--- config.mk ---
export PLATFORM = sky130hd
export DESIGN_NAME = adc_capture_ctrl
export DESIGN_NICKNAME = d
export VERILOG_FILES = /design/src/rtl/adc_capture_ctrl.sv
export SDC_FILE = /design/constraint.sdc
export NUM_CORES = 1
export LEC_CHECK = 0
export BUFFER_PORTS_ARGS = -buffer_cell sky130_fd_sc_hd__buf_4
export CAP_MARGIN = 10
export CORE_ASPECT_RATIO = 0.8
export CORE_MARGIN = 3
export CORE_UTILIZATION = 50
export CTS_BUF_LIST = sky130_fd_sc_hd__clkbuf_4 sky130_fd_sc_hd__clkbuf_8 sky130_fd_sc_hd__clkbuf_16
export DETAILED_ROUTE_END_ITERATION = 7
export PLACE_DENSITY = 0.77
export SLEW_MARGIN = 25
export SYNTH_ARGS = -nofsm -noshare
export SYNTH_HDL_FRONTEND = slang
export SYNTH_SLANG_ARGS = --single-unit
--- constraint.sdc ---
create_clock -name clk -period 3.3 [get_ports clk]
set_input_delay 0.66 -clock clk [delete_from_list [all_inputs] [get_ports clk]]
set_output_delay 0.66 -clock clk [all_outputs]
set_load 0.02 [all_outputs]
--- src/rtl/adc_capture_ctrl.sv ---
// adc_capture_ctrl: capture sequencer and single-port SRAM arbiter for ADC sample capture
module adc_capture_ctrl #(
  parameter int AW   = 15,
  parameter int DW   = 10,
  parameter int DLYW = 16
) (
  input  logic            clk,
  input  logic            rstn,
  input  logic            rf_capture_start,
  input  logic            rf_capture_abort,
  input  logic            rf_trig_mode,
  input  logic [DLYW-1:0] rf_trig_delay,
  input  logic [AW-1:0]   rf_capture_len,
  input  logic            trig_in,
  input  logic            adc_valid,
  input  logic [DW-1:0]   adc_data,
  input  logic            rd_req,
  input  logic [AW-1:0]   rd_addr,
  output logic            rd_ack,
  output logic            mem_en,
  output logic            mem_we,
  output logic [AW-1:0]   mem_addr,
  output logic [DW-1:0]   mem_wdata,
  output logic            wr_done,
  output logic            busy,
  output logic [2:0]      ctrl_state
);
  typedef enum logic [2:0] {
    IDLE      = 3'd0,
    WAIT_TRIG = 3'd1,
    DELAY     = 3'd2,
    CAPTURE   = 3'd3,
    DONE      = 3'd4
  } state_t;

  state_t          state_q, state_d;
  logic [AW-1:0]   waddr_q, waddr_d, len_q, len_d;
  logic [DLYW-1:0] dly_cnt_q, dly_cnt_d, dly_q, dly_d;
  logic            trig_d_q, wr_done_q, wr_done_d, wr_issue, trig_edge;
  logic            mem_en_q, mem_we_q, mem_en_d, mem_we_d;
  logic [AW-1:0]   mem_addr_q, mem_addr_d;
  logic [DW-1:0]   mem_wdata_q, mem_wdata_d;

  assign trig_edge  = trig_in & ~trig_d_q;
  // A read may only take the port when capture cannot claim the next-cycle slot.
  assign rd_ack     = rd_req && state_q != CAPTURE && !wr_issue;
  assign busy       = state_q inside {WAIT_TRIG, DELAY, CAPTURE};
  assign ctrl_state = state_q;
  assign wr_done    = wr_done_q;
  assign mem_en     = mem_en_q;
  assign mem_we     = mem_we_q;
  assign mem_addr   = mem_addr_q;
  assign mem_wdata  = mem_wdata_q;

  // Next-state logic: abort beats start, start beats the per-state sequencing.
  always_comb begin
    state_d   = state_q;
    waddr_d   = waddr_q;
    len_d     = len_q;
    dly_d     = dly_q;
    dly_cnt_d = dly_cnt_q;
    wr_done_d = wr_done_q;
    wr_issue  = 1'b0;
    if (rf_capture_abort) begin
      state_d   = IDLE;
      wr_done_d = 1'b0;
    end else if (rf_capture_start) begin
      wr_done_d = 1'b0;
      waddr_d   = '0;
      dly_cnt_d = '0;
      len_d     = rf_capture_len;
      dly_d     = rf_trig_delay;
      state_d   = rf_trig_mode ? WAIT_TRIG : (rf_trig_delay != '0 ? DELAY : CAPTURE);
    end else begin
      case (state_q)
        WAIT_TRIG: if (trig_edge) begin
          dly_d     = rf_trig_delay;
          dly_cnt_d = '0;
          state_d   = rf_trig_delay != '0 ? DELAY : CAPTURE;
        end
        DELAY: if (dly_cnt_q == dly_q - DLYW'(1)) state_d = CAPTURE;
               else dly_cnt_d = dly_cnt_q + DLYW'(1);
        CAPTURE: if (adc_valid) begin
          wr_issue = 1'b1;
          if (waddr_q == len_q) begin
            state_d   = DONE;
            wr_done_d = 1'b1;
          end else waddr_d = waddr_q + AW'(1);
        end
        default: ;
      endcase
    end
    mem_en_d    = wr_issue | rd_ack;
    mem_we_d    = wr_issue;
    mem_addr_d  = wr_issue ? waddr_q : (rd_ack ? rd_addr : mem_addr_q);
    mem_wdata_d = wr_issue ? adc_data : mem_wdata_q;
  end

  // State and SRAM port registers.
  always_ff @(posedge clk or negedge rstn) begin
    if (!rstn) begin
      state_q     <= IDLE;
      waddr_q     <= '0;
      len_q       <= '0;
      dly_q       <= '0;
      dly_cnt_q   <= '0;
      trig_d_q    <= 1'b0;
      wr_done_q   <= 1'b0;
      mem_en_q    <= 1'b0;
      mem_we_q    <= 1'b0;
      mem_addr_q  <= '0;
      mem_wdata_q <= '0;
    end else begin
      state_q     <= state_d;
      waddr_q     <= waddr_d;
      len_q       <= len_d;
      dly_q       <= dly_d;
      dly_cnt_q   <= dly_cnt_d;
      trig_d_q    <= trig_in;
      wr_done_q   <= wr_done_d;
      mem_en_q    <= mem_en_d;
      mem_we_q    <= mem_we_d;
      mem_addr_q  <= mem_addr_d;
      mem_wdata_q <= mem_wdata_d;
    end
  end
endmodule

# Word-level counts from Yosys, hierarchy flattened
# Index checks and enable logic that the tools add are counted.
# W data, S select, Z words.
totals:
  ff_bits: 94
  wordCells: 83
  out_inout_bits: 33
  input_bits: 64
op_classes:
  n_reduce_logical: 21
  addsub: 3
  bitwise_logic: 4
  n_mux: 31
  eq_ne: 13
op_table:
  columns: ["op", "n"]
  rows:
  - ["$mux W16", 6]
  - ["$mux W15", 6]
  - ["$pmux W16 S2", 1]
  - ["$mux W3", 7]
  - ["$add A16 B1 Y16 const B", 1]
  - ["$eq A16 B16 Y1", 1]
  - ["$reduce_bool A16 Y1", 1]
  - ["$sub A16 B1 Y16 const B", 1]
  - ["$add A15 B1 Y15 const B", 1]
  - ["$eq A15 B15 Y1", 1]
  - ["$reduce_bool A3 Y1", 5]
  - ["$mux W1", 10]
  - ["$reduce_bool A2 Y1", 5]
  - ["$pmux W3 S3", 1]
  - ["$ne A4 B3 Y1 const B", 2]
  - ["$ne A4 B4 Y1 const B", 2]
  - ["$reduce_and A4 Y1", 2]
  - ["$eq A3 B2 Y1 const B", 2]
  - ["$ne A3 B3 Y1 const B", 2]
  - ["$reduce_and A3 Y1", 2]
  - ["$reduce_and A5 Y1", 1]
  - ["$reduce_bool A5 Y1", 1]
  - ["$eq A3 B1 Y1 const B", 1]
  - ["$ne A3 B2 Y1 const B", 1]
  - ["7 further kinds", 9]

# Depth between registers and ports, before layout
# Gate-level depths: netlist of run 1.
depth:
  word_depth: 8
  ltp_mapped: 13
  mapped_depth_nobuf: 9

# Worst setup path before layout of run 1
# No wires, ideal clock.
synth_timing:
  path_type: "register to register"
  startpoint: "reg dly_q[2]"
  endpoint: "reg dly_cnt_q[10]"
  period_less_slack_ns: 2.962
  setup_ns: 0.087
  required_ns: 3.213
  path_slack_ns: 0.338
  path_buffers: 4
  stages_incl_launch_ff: 12
  arrival_ns: 2.875
  cell_sequence: "dfrtp_1 -> buf_6 -> or4_4 -> or4_1 -> a211oi_1 -> a211oi_1 -> or4_4 -> buf_6 -> o21a_1 -> buf_6 -> buf_8 -> a22oi_1"
synth_between:
  elab_chain_len: 4
synth_rtl:
  columns: ["element", "line", "text"]
  rows:
  - ["start: declaration", "38", "logic [DLYW-1:0] dly_cnt_q, dly_cnt_d, dly_q, dly_d;"]
  - ["start signal: assignment", "117", "dly_q <= dly_d;"]
  - ["$sub A16 B1 Y16", "81", "DELAY: if (dly_cnt_q == dly_q - DLYW'(1)) state_d = CAPTURE;"]
  - ["$eq A16 B16 Y1", "81", null]
  - ["$ne A3 B3 Y1 (no source line)", null, null]
  - ["$reduce_and A4 Y1 (no source line)", null, null]
  - ["end signal: assignment", "118", "dly_cnt_q <= dly_cnt_d;"]
  - ["end: declaration", "38", null]
# No other way between the ends.
# A chain may end at the register's enable or synchronous reset.

# Worst setup path after layout of run 1
layout_timing:
  startpoint: "reg dly_q[0]"
  endpoint: "reg dly_cnt_q[14]"
# The elaborated chain is that of the path after synthesis.

==> impl_metrics.yaml, run 1 <==
clocking:
  cts_hold_buf: 0
  htree_levels: 3
  cts_tree: "built"
  ctsRootBufferMaster: "clkbuf_16"
  path_clk_slew_ns: 0.07
  clk_latency_ns: 0.34
  cts.sinks: 94
  max-clock-path-buffers: 2
  cts_buffers: 9
floorplanning:
  fp-row-count: 32
  dieArea_mm2: 0.0114
  core_area_mm2: 0.00977
  die_x_um: 119
  ios: 97
  dieHeight_um: 96.3
  initial_utilization_pct: 52.1
sta:
  worst_slew_margin_rel_pct: 47.2
  final.setup.tns_ns: 0
  worst_slew_pin_slew_ns: 0.791
  rsz0062_at_grt: "no"
  min_period_ns: 3.05
  drv_slew: 0
  skew_ns: 0.00816
  setup-violations-final: 0
  finalWorstSetupSlack_ns: 0.246
  hold_violations: 0
  min_period_over_period_pct: 92.5
  fmax_ghz: 0.327
  worst_hold_slack_ns: 0.318
logic_synthesis:
  syn_nets: 611
  yosysWarnings: 0
  syn-mean-instance-area_um2: 9.36
  ys.flop_type: "dfrtp_1"
  async_flop_share_pct: 100
  ys_seq_area_share_pct: 46.2
  ys_ff_latch: 94
  synth_edf_count: 0
  synth_cells: 544
  synth.distinct_cells: 57
  syn_area_mm2: 0.00509
worst_setup_path:
  cp-end-kind: "register"
  arrival_ns: 3.25
  critical-path-top-delay-family: "compound AO/OA/AOI/OAI gates"
  critical_path_class: "reg -> reg"
  cp_slowest_cell: "or4b_1"
  cp_max_fo: 16
  startpoint_type: "register"
  path_cells: "inv_1 > ha_1 > or4b_1 > o31a_1 > or3_1 > a21oi_1 > o21ai_1 > buf_4 > o21ai_0 > o221ai_1"
  critPathMaxStageDelay_ns: 0.59
  worst-endpoint-required_ns: 3.50
  r2r_setup_slack_ns: 0.25
  crit_buf_inv: 2
placed_design:
  portBuffers: 96
  hpwl_um: 9590
  pre_cts_slack_ns: 0.147
  place.gp.congestion: 0.925
cells_and_area:
  fill_cells: 833
  finalNetCount: 700
  fin_util_pct: 64.1
  n_antenna_cell: 0
  area_growth_pct: 22.9
  drive_gt1_share_pct: 24.6
power_and_ir_drop:
  power.density_mw_per_mm2: 554
  p_leak_nw: 2.88
  total_power_mw: 3.47
  vdd_drop_max_uv: 511
grt:
  grt_antenna_before_repair: 0
  grt_usage_pct: 23.7
  grt_max_degree: 45
  grt_pass1_vias: 4362
  grt_pass1_wl_um: 21800
  grt_overflow_total: 0
job:
  cap_violations: 0
route:
  wire_per_inst_um: 17.0
  viasPerCell: 5.83
  initialDrtViolationCount: 382
  dr.pass1.iters: 5
  drt_wl_total_um: 13200
  num_vias: 4513
  antenna_left: 0
  drc: 0
min_path:
  hold_class: "in -> async"
outcome:
  status: "finished clean"
==> synthesized netlist by cell type, types with 4 or more instances <==
cell | count | area (um^2)
and3_1 | 5 | 31.3
nor2_1 | 31 | 116
o211ai_2 | 4 | 50.1
mux2_2 | 22 | 248
o21a_1 | 4 | 30.0
or4_1 | 7 | 52.6
nand3_1 | 16 | 80.1
xnor2_1 | 14 | 123
or3_1 | 9 | 56.3
nor2b_1 | 6 | 37.5
inv_1 | 25 | 93.8
xor2_1 | 20 | 175
a22oi_1 | 20 | 150
nand4_1 | 5 | 31.3
nor4_1 | 15 | 93.8
dfrtp_1 | 94 | 2350
o31a_1 | 6 | 52.6
o21ai_0 | 20 | 100
nor3_1 | 11 | 55.1
o2111ai_1 | 9 | 78.8
o211ai_1 | 12 | 90.1
a21oi_1 | 12 | 60.1
clkbuf_1 | 24 | 90.1
mux2i_1 | 4 | 40.0
nand2_1 | 98 | 368
==> registers in the layout, indices dropped and copies added (netlist names) <==
signal / count
dly_q: 16
mem_we: 1
len_q: 15
trig_d_q: 1
waddr_q: 15
ctrl_state: 3
mem_wdata: 10
mem_en: 1
mem_addr: 15
dly_cnt_q: 16
wr_done: 1
==> what timing repair did <==
action | 4_1_cts | 5_1_grt
setup buffers | 0 | 0
resized for setup | 0 | 1
hold endpoints to repair | 0 | 0
setup endpoints to repair | 0 | 16
==> worst register-to-register path, delay by kind of cell, from the launching register on <==
kind / cells / cell delay (ns)
adder cells (fa/ha/maj): 1 / 0.23
AND/OR/NAND/NOR: 2 / 0.93
flip-flops: 1 / 0.41
AO/OA/AOI/OAI: 5 / 1.02
buffers and inverters: 2 / 0.32
==> power by group <==
part           switching, mW  leakage (nW)  internal (mW)
Sequential             0.175          1.21           1.32
Combinational          0.446          1.51          0.388
Clock                  0.435         0.160          0.711
==> final cells by class <==
class	count	area, um^2	area share [%]
Sequential cell	94	2350	37.6
Tap cell	136	170	2.72
Clock buffer	13	262	4.18
Inverter	25	93.8	1.50
Timing Repair Buffer	108	811	12.9
Multi-Input combinational cell	395	2500	40.0
Clock inverter	3	67.6	1.08
==> layer usage <==
metal | global-route usage, % | up-vias | routed length [um]
li1 | - | 2130 | -
met1 | 34.2 | 2186 | 6220
met2 | 36.3 | 180 | 5860
met3 | 5.76 | 17 | 956
met4 | 5.88 | 0 | 129
met5 | 0 | - | 0
==> final timing paths <==
kind | cells past startpoint | startpoint | end
worst max register to register | 10 | dly_q[0] | dly_cnt_q[14]
worst max-delay path | 10 | dly_q[0] | dly_cnt_q[14]
max in group asynchronous | 2 | rstn | len_q[0]
worst min register to register | 2 | mem_addr[11] | mem_addr[11]
min in group clk | 1 | trig_in | trig_d_q
worst min-delay path | 1 | rstn | dly_cnt_q[4]
==> cell usage in the layout, fill, tap and decap left out, types with 4 or more instances in the layout <==
master | Yosys | layout
buf_4 | 0 | 108
nand2_1 | 98 | 98
dfrtp_1 | 94 | 94
nor2_1 | 31 | 31
inv_1 | 25 | 25
mux2_2 | 22 | 22
a22oi_1 | 20 | 20
xor2_1 | 20 | 20
o21ai_0 | 20 | 20
nand3_1 | 16 | 16
nor4_1 | 15 | 15
xnor2_1 | 14 | 14
a21oi_1 | 12 | 12
o211ai_1 | 12 | 12
nor3_1 | 11 | 10
or3_1 | 9 | 9
o2111ai_1 | 9 | 9
clkbuf_16 | 0 | 9
or4_1 | 7 | 7
nor2b_1 | 6 | 6
o31a_1 | 6 | 6
nand4_1 | 5 | 5
and3_1 | 5 | 5
o211ai_2 | 4 | 4
mux2i_1 | 4 | 4
==> through the flow <==
step	std cells	cell area [um^2]
after floorplan	544	5090
after global placement	758	5930
after detailed placement	758	5930
after CTS	774	6260
after global routing	774	6260
final	774	6260
==> cell families (layout without fill, tap and decap cells) <==
| kind of cell | count (synthesis) | count (layout) | synth area share [%] |
|---|---|---|---|
| buffers and inverters | 55 | 149 | 4.74 |
| multiplexers | 26 | 26 | 5.65 |
| AND/OR/NAND/NOR | 220 | 220 | 20.9 |
| adder cells (fa/ha/maj) | 3 | 3 | 0.737 |
| XOR/XNOR | 34 | 34 | 5.85 |
| AO/OA/AOI/OAI | 112 | 112 | 16.0 |
| flip-flops | 94 | 94 | 46.2 |
No activity file was read; power rests on OpenSTA's default activity.
==> run 2, diff against run 1 <==
Settings changed: BUFFER_PORTS_ARGS -buffer_cell sky130_fd_sc_hd__buf_4 to -buffer_cell sky130_fd_sc_hd__buf_2, SLEW_MARGIN 25 to not set.
==> impl_metrics.yaml, run 2 (synthesis gave the netlist of run 1 again) <==
floorplanning:
  ios: 97
  die_x_um: 119
  core_area_mm2: 0.00977
  initial_utilization_pct: 52.1
  fp-row-count: 32
  dieArea_mm2: 0.0114
  dieHeight_um: 96.3
route:
  initialDrtViolationCount: 324
  antenna_left: 0
  wire_per_inst_um: 16.8
  dr.pass1.iters: 4
  drt_wl_total_um: 13000
  viasPerCell: 5.81
  num_vias: 4499
  drc: 0
clocking:
  ctsRootBufferMaster: "clkbuf_16"
  path_clk_slew_ns: 0.07
  htree_levels: 3
  cts_setup_buffers: 0
  cts_buffers: 9
  clk_latency_ns: 0.34
  max-clock-path-buffers: 2
  cts_hold_buf: 0
  ctsResizeCount: 0
  cts_tree: "built"
  cts.sinks: 94
sta:
  min_period_ns: 3.07
  skew_ns: 0.00565
  final.setup.tns_ns: 0
  worst_slew_margin_rel_pct: 46.4
  fmax_ghz: 0.326
  hold_violations: 0
  min_period_over_period_pct: 93.0
  worst_slew_pin_slew_ns: 0.804
  setup-violations-final: 0
  drv_slew: 0
  rsz0062_at_grt: "no"
worst_setup_path:
  path_depth: 10
  r2r_setup_slack_ns: 0.23
  arrival_ns: 3.29
  startpoint_type: "register"
  critical_path_class: "reg -> reg"
  crit_buf_inv: 2
  path_cells: "inv_1 > ha_1 > or4b_1 > o31a_1 > or3_1 > a21oi_1 > o21ai_1 > buf_4 > o2111ai_1 > o211ai_2"
  worstReg2RegEnd: "dly_cnt_q[11]"
  worst-endpoint-required_ns: 3.52
  cp_slowest_cell: "or4b_1"
  cp_max_fo: 10
  cp-end-kind: "register"
  cp-endpoint: "dly_cnt_q[11]"
  timing.rr.start: "dly_q[0]"
  crit_start: "dly_q[0]"
  r2r_cells: 10
  critPathMaxStageDelay_ns: 0.55
  critical-path-top-delay-family: "compound AO/OA/AOI/OAI gates"
power_and_ir_drop:
  switching_share_pct: 32.6
  clock_power_share_pct: 31.0
  total_power_mw: 3.27
  power.density_mw_per_mm2: 544
  p_int_mw: 2.20
  seqPwrFrac_pct: 45.4
  vdd_drop_max_uv: 368
  p_comb_share_pct: 23.5
  p_leak_nw: 2.79
  p_sw_mw: 1.07
placed_design:
  portBuffers: 96
  place.gp.congestion: 0.880
  hpwl_um: 9570
grt:
  grt_pass1_vias: 4290
  grt_max_degree: 63
  grt_pass1_wl_um: 21500
  grt_usage_pct: 23.4
  grt_antenna_before_repair: 0
  grt_overflow_total: 0
cells_and_area:
  n_antenna_cell: 0
  finalNetCount: 701
  layout_commonest_cell: "nand2_1"
  multi_input_area_mm2: 0.00250
  reg_top3: "dly_cnt_q (16), dly_q (16)"
  regArea_mm2: 0.00235
  final_cell_mix: "nand2_1 (98), buf_2 (95), dfrtp_1 (94), nor2_1 (31), inv_1 (25)"
  drive_gt1_share_pct: 24.7
  area_growth_pct: 17.9
  fill_cells: 862
outcome:
  status: "finished clean"
job:
  cap_violations: 0
min_path:
  hold_class: "in -> async"
run 2: changes by cell type in the layout (fill, tap and decap cells not counted), sizes merged:
cell,delta
bufinv,-2
clkinvlp,+2
buf,+1
clkbuf,-1
clkinv,+1
run 2: final cells by class:
class                   instances  area share [%]
inverters                      25            1.56
multi-input cells             395            41.7
flip-flops and latches         94            39.2
well taps                     136            2.83
repair buffers                109            9.88
clock inverters                 4           0.521
clock buffers                  12            4.33
run 2: power groups by stage:
stage          clock network [mW]  registers, mW  logic [mW]
3_3_place_gp                    0           1.49       0.747
4_1_cts                      1.03           1.48       0.773
3_5_place_dp                    0           1.50       0.774
2_1_floorplan                   0           1.56       0.426
5_1_grt                      1.07           1.51       0.855
6_report                     1.01           1.48       0.769
run 2: per-stage QoR:
| step | cells | area (um^2) | worst slack, ns | utilization (%) | hold WS, ns |
|---|---|---|---|---|---|
| 2_1_floorplan | 544 | 5090 | 0.338 | - | 0.364 |
| 4_1_cts | 775 | 6000 | 0.193 | 61.5 | 0.436 |
| 3_3_place_gp | 759 | 5710 | 0.320 | 58.5 | 0.453 |
| 6_report | 775 | 6010 | 0.231 | 61.5 | 0.412 |
| 3_5_place_dp | 759 | 5710 | 0.179 | 58.5 | 0.461 |
| 5_1_grt | 775 | 6010 | 0.0267 | 61.5 | 0.439 |
run 2: metal layers:
layer / GRT usage, % / up-vias / part of all wire, %
li1: - / 2129 / -
met1: 34.4 / 2209 / 48
met2: 35.8 / 148 / 44
met3: 5.11 / 13 / 6.5
met4: 4.92 / 0 / 0.96
met5: 0 / - / 0
run 2: worst min path at each step:
stage	slack [ns]	cells after the start	end	startpoint
floorplan	0.36	0	ctrl_state[0]	rstn
global placement	0.45	2	mem_addr[4]	mem_addr[4]
detailed placement	0.46	2	mem_addr[2]	mem_addr[2]
finish	0.41	1	dly_cnt_q[15]	rstn
global route	0.44	1	trig_d_q	trig_in
CTS	0.44	1	dly_cnt_q[15]	rstn
==> run 3, diff against run 2 <==
Settings changed: ABC_AREA set to 1.
==> impl_metrics.yaml, run 3 <==
clocking:
  ctsRootBufferMaster: "clkbuf_16"
  cts_hold_buf: 0
  cts_buffers: 9
  clk_latency_ns: 0.34
  cts_setup_buffers: 0
  cts.sinks: 94
  htree_levels: 3
  path_clk_slew_ns: 0.07
  ctsResizeCount: 0
  max-clock-path-buffers: 2
  cts_tree: "built"
logic_synthesis:
  yosysWarnings: 0
  async_flop_share_pct: 100
  synthTopCellsByArea: "dfrtp_1 (43%), nand2_1 (15%), nand3_1 (6.4%)"
  synth_edf_count: 0
  syn_area_mm2: 0.00543
  synth_top_cell_area_share_pct: 43.3
  syn_nets: 769
  synth_most_common_cell: "nand2_1"
  synth_top_cell_by_area: "dfrtp_1"
  syn-mean-instance-area_um2: 7.74
  ys.flop_type: "dfrtp_1"
  ys_ff_latch: 94
  synth_cells: 702
  synth.distinct_cells: 36
  ys_seq_area_share_pct: 43.3
  yosys-top-cells-count: "nand2_1 (218), dfrtp_1 (94), nand3_1 (69)"
cells_and_area:
  final_area_mm2: 0.00630
  drive_gt1_share_pct: 21.6
  final_cell_mix: "nand2_1 (218), buf_2 (95), dfrtp_1 (94), nand3_1 (69), nor2_1 (62)"
  regArea_mm2: 0.00235
  fill_cells: 955
  finalNetCount: 857
  reg_top3: "dly_cnt_q (16), dly_q (16)"
  area_growth_pct: 16.0
  n_antenna_cell: 0
  multi_input_area_mm2: 0.00274
  layout_commonest_cell: "nand2_1"
sta:
  worst_hold_slack_ns: 0.396
  hold_violations: 0
  worst_slew_pin_slew_ns: 1.05
  final.setup.tns_ns: 0
  skew_ns: 0.00418
  finalWorstSetupSlack_ns: 0.474
  min_period_over_period_pct: 85.6
  rsz0062_at_grt: "no"
  worst_slew_margin_rel_pct: 29.9
  drv_slew: 0
  setup-violations-final: 0
  min_period_ns: 2.83
  fmax_ghz: 0.354
route:
  num_vias: 4932
  initialDrtViolationCount: 500
  dr.pass1.iters: 5
  viasPerCell: 5.27
  antenna_left: 0
  drt_wl_total_um: 13600
  drc: 0
  wire_per_inst_um: 14.6
power_and_ir_drop:
  p_comb_share_pct: 22.6
  vdd_drop_max_uv: 297
  clock_power_share_pct: 32.4
  p_sw_mw: 1.04
  power.density_mw_per_mm2: 507
  switching_share_pct: 32.4
  p_leak_nw: 3.05
  p_int_mw: 2.16
  total_power_mw: 3.20
  seqPwrFrac_pct: 45.1
grt:
  grt_antenna_before_repair: 0
  grt_max_degree: 61
  grt_pass1_wl_um: 22700
  grt_usage_pct: 23.4
  grt_overflow_total: 0
  grt_pass1_vias: 4673
worst_setup_path:
  worst-endpoint-required_ns: 2.64
  cp_max_fo: 17
  startpoint_type: "register"
  critical_path_class: "reg -> out"
  arrival_ns: 2.17
  cp-end-kind: "output pin"
placed_design:
  pre_cts_slack_ns: 0.457
  hpwl_um: 10400
  place.gp.congestion: 0.873
  place_area_mm2: 0.00601
  portBuffers: 96
floorplanning:
  ios: 97
  fp-row-count: 33
  dieArea_mm2: 0.0122
  initial_utilization_pct: 52.2
  core_area_mm2: 0.0104
  dieHeight_um: 99.2
  die_x_um: 123
min_path:
  hold_class: "in -> async"
job:
  cap_violations: 0
outcome:
  status: "finished clean"
-- run 3: cell types whose count changed in the layout (fill, tap and decap cells not counted), moves of 12 or more --
cell	change
nand3_1	+53
mux2_2	-15
nand2_1	+120
inv_1	+28
o21ai_2	+14
a22oi_1	-20
xnor2_1	+12
nor2_1	+31
-- run 3: critical path, stage by stage (launching register included) --
cell,delay [ns]
dfrtp_1,0.39
inv_1,0.07
nor2_1,0.09
inv_1,0.08
nor2_2,0.28
inv_1,0.10
nand2_1,0.07
buf_4,0.22
inv_1,0.26
buf_2,0.25
-- run 3: worst paths after layout --
check	from	cells after the start	endpoint	slack, ns
worst max-delay path	ctrl_state[1]	9	rd_ack	0.47
max in group asynchronous	rstn	2	mem_addr[12]	2.24
min in group clk	mem_wdata[6]	2	mem_wdata[6]	0.48
worst min register to register	mem_wdata[6]	2	mem_wdata[6]	0.48
worst min-delay path	rstn	1	mem_wdata[4]	0.40
worst max register to register	dly_q[0]	14	dly_cnt_q[6]	0.88
-- run 3: cell type report --
cell class / instances / share of cell area, %
Inverter: 57 / 3.39
Sequential cell: 94 / 37.3
Tap cell: 140 / 2.78
Clock inverter: 7 / 1.15
Clock buffer: 9 / 3.57
Timing Repair Buffer: 100 / 8.33
Multi-Input combinational cell: 528 / 43.5
-- run 3: through the flow --
stage	utilization [%]	cells
floorplan	-	702
global placement	57.7	919
detailed placement	57.7	919
CTS	60.6	935
global route	60.6	935
finish	60.6	935
-- run 3: layer usage --
metal	vias to the layer above	GRT usage (%)	wire, um
met5	-	0	0
met4	0	4.91	117
met3	13	4.89	864
met2	155	33.7	5690
met1	2309	36.5	6960
li1	2455	-	-
-- run 3: power groups by stage --
stage	clock network, mW	registers (mW)	logic (mW)
after floorplan	0	1.50	0.437
after global placement	0	1.45	0.705
after detailed placement	0	1.46	0.723
after CTS	1.06	1.44	0.727
after global routing	1.11	1.46	0.813
final	1.04	1.44	0.722
-- run 3: logic make-up after synthesis --
group | Yosys count | share of synthesized area, %
buffers and inverters | 80 | 6.29
adders and majority gates | 3 | 0.691
DFF | 94 | 43.3
xor gates and xnor gates | 42 | 7.02
muxes | 7 | 1.45
and+or+nand+nor | 414 | 34.1
AOI/OAI and AO/OA | 62 | 7.14
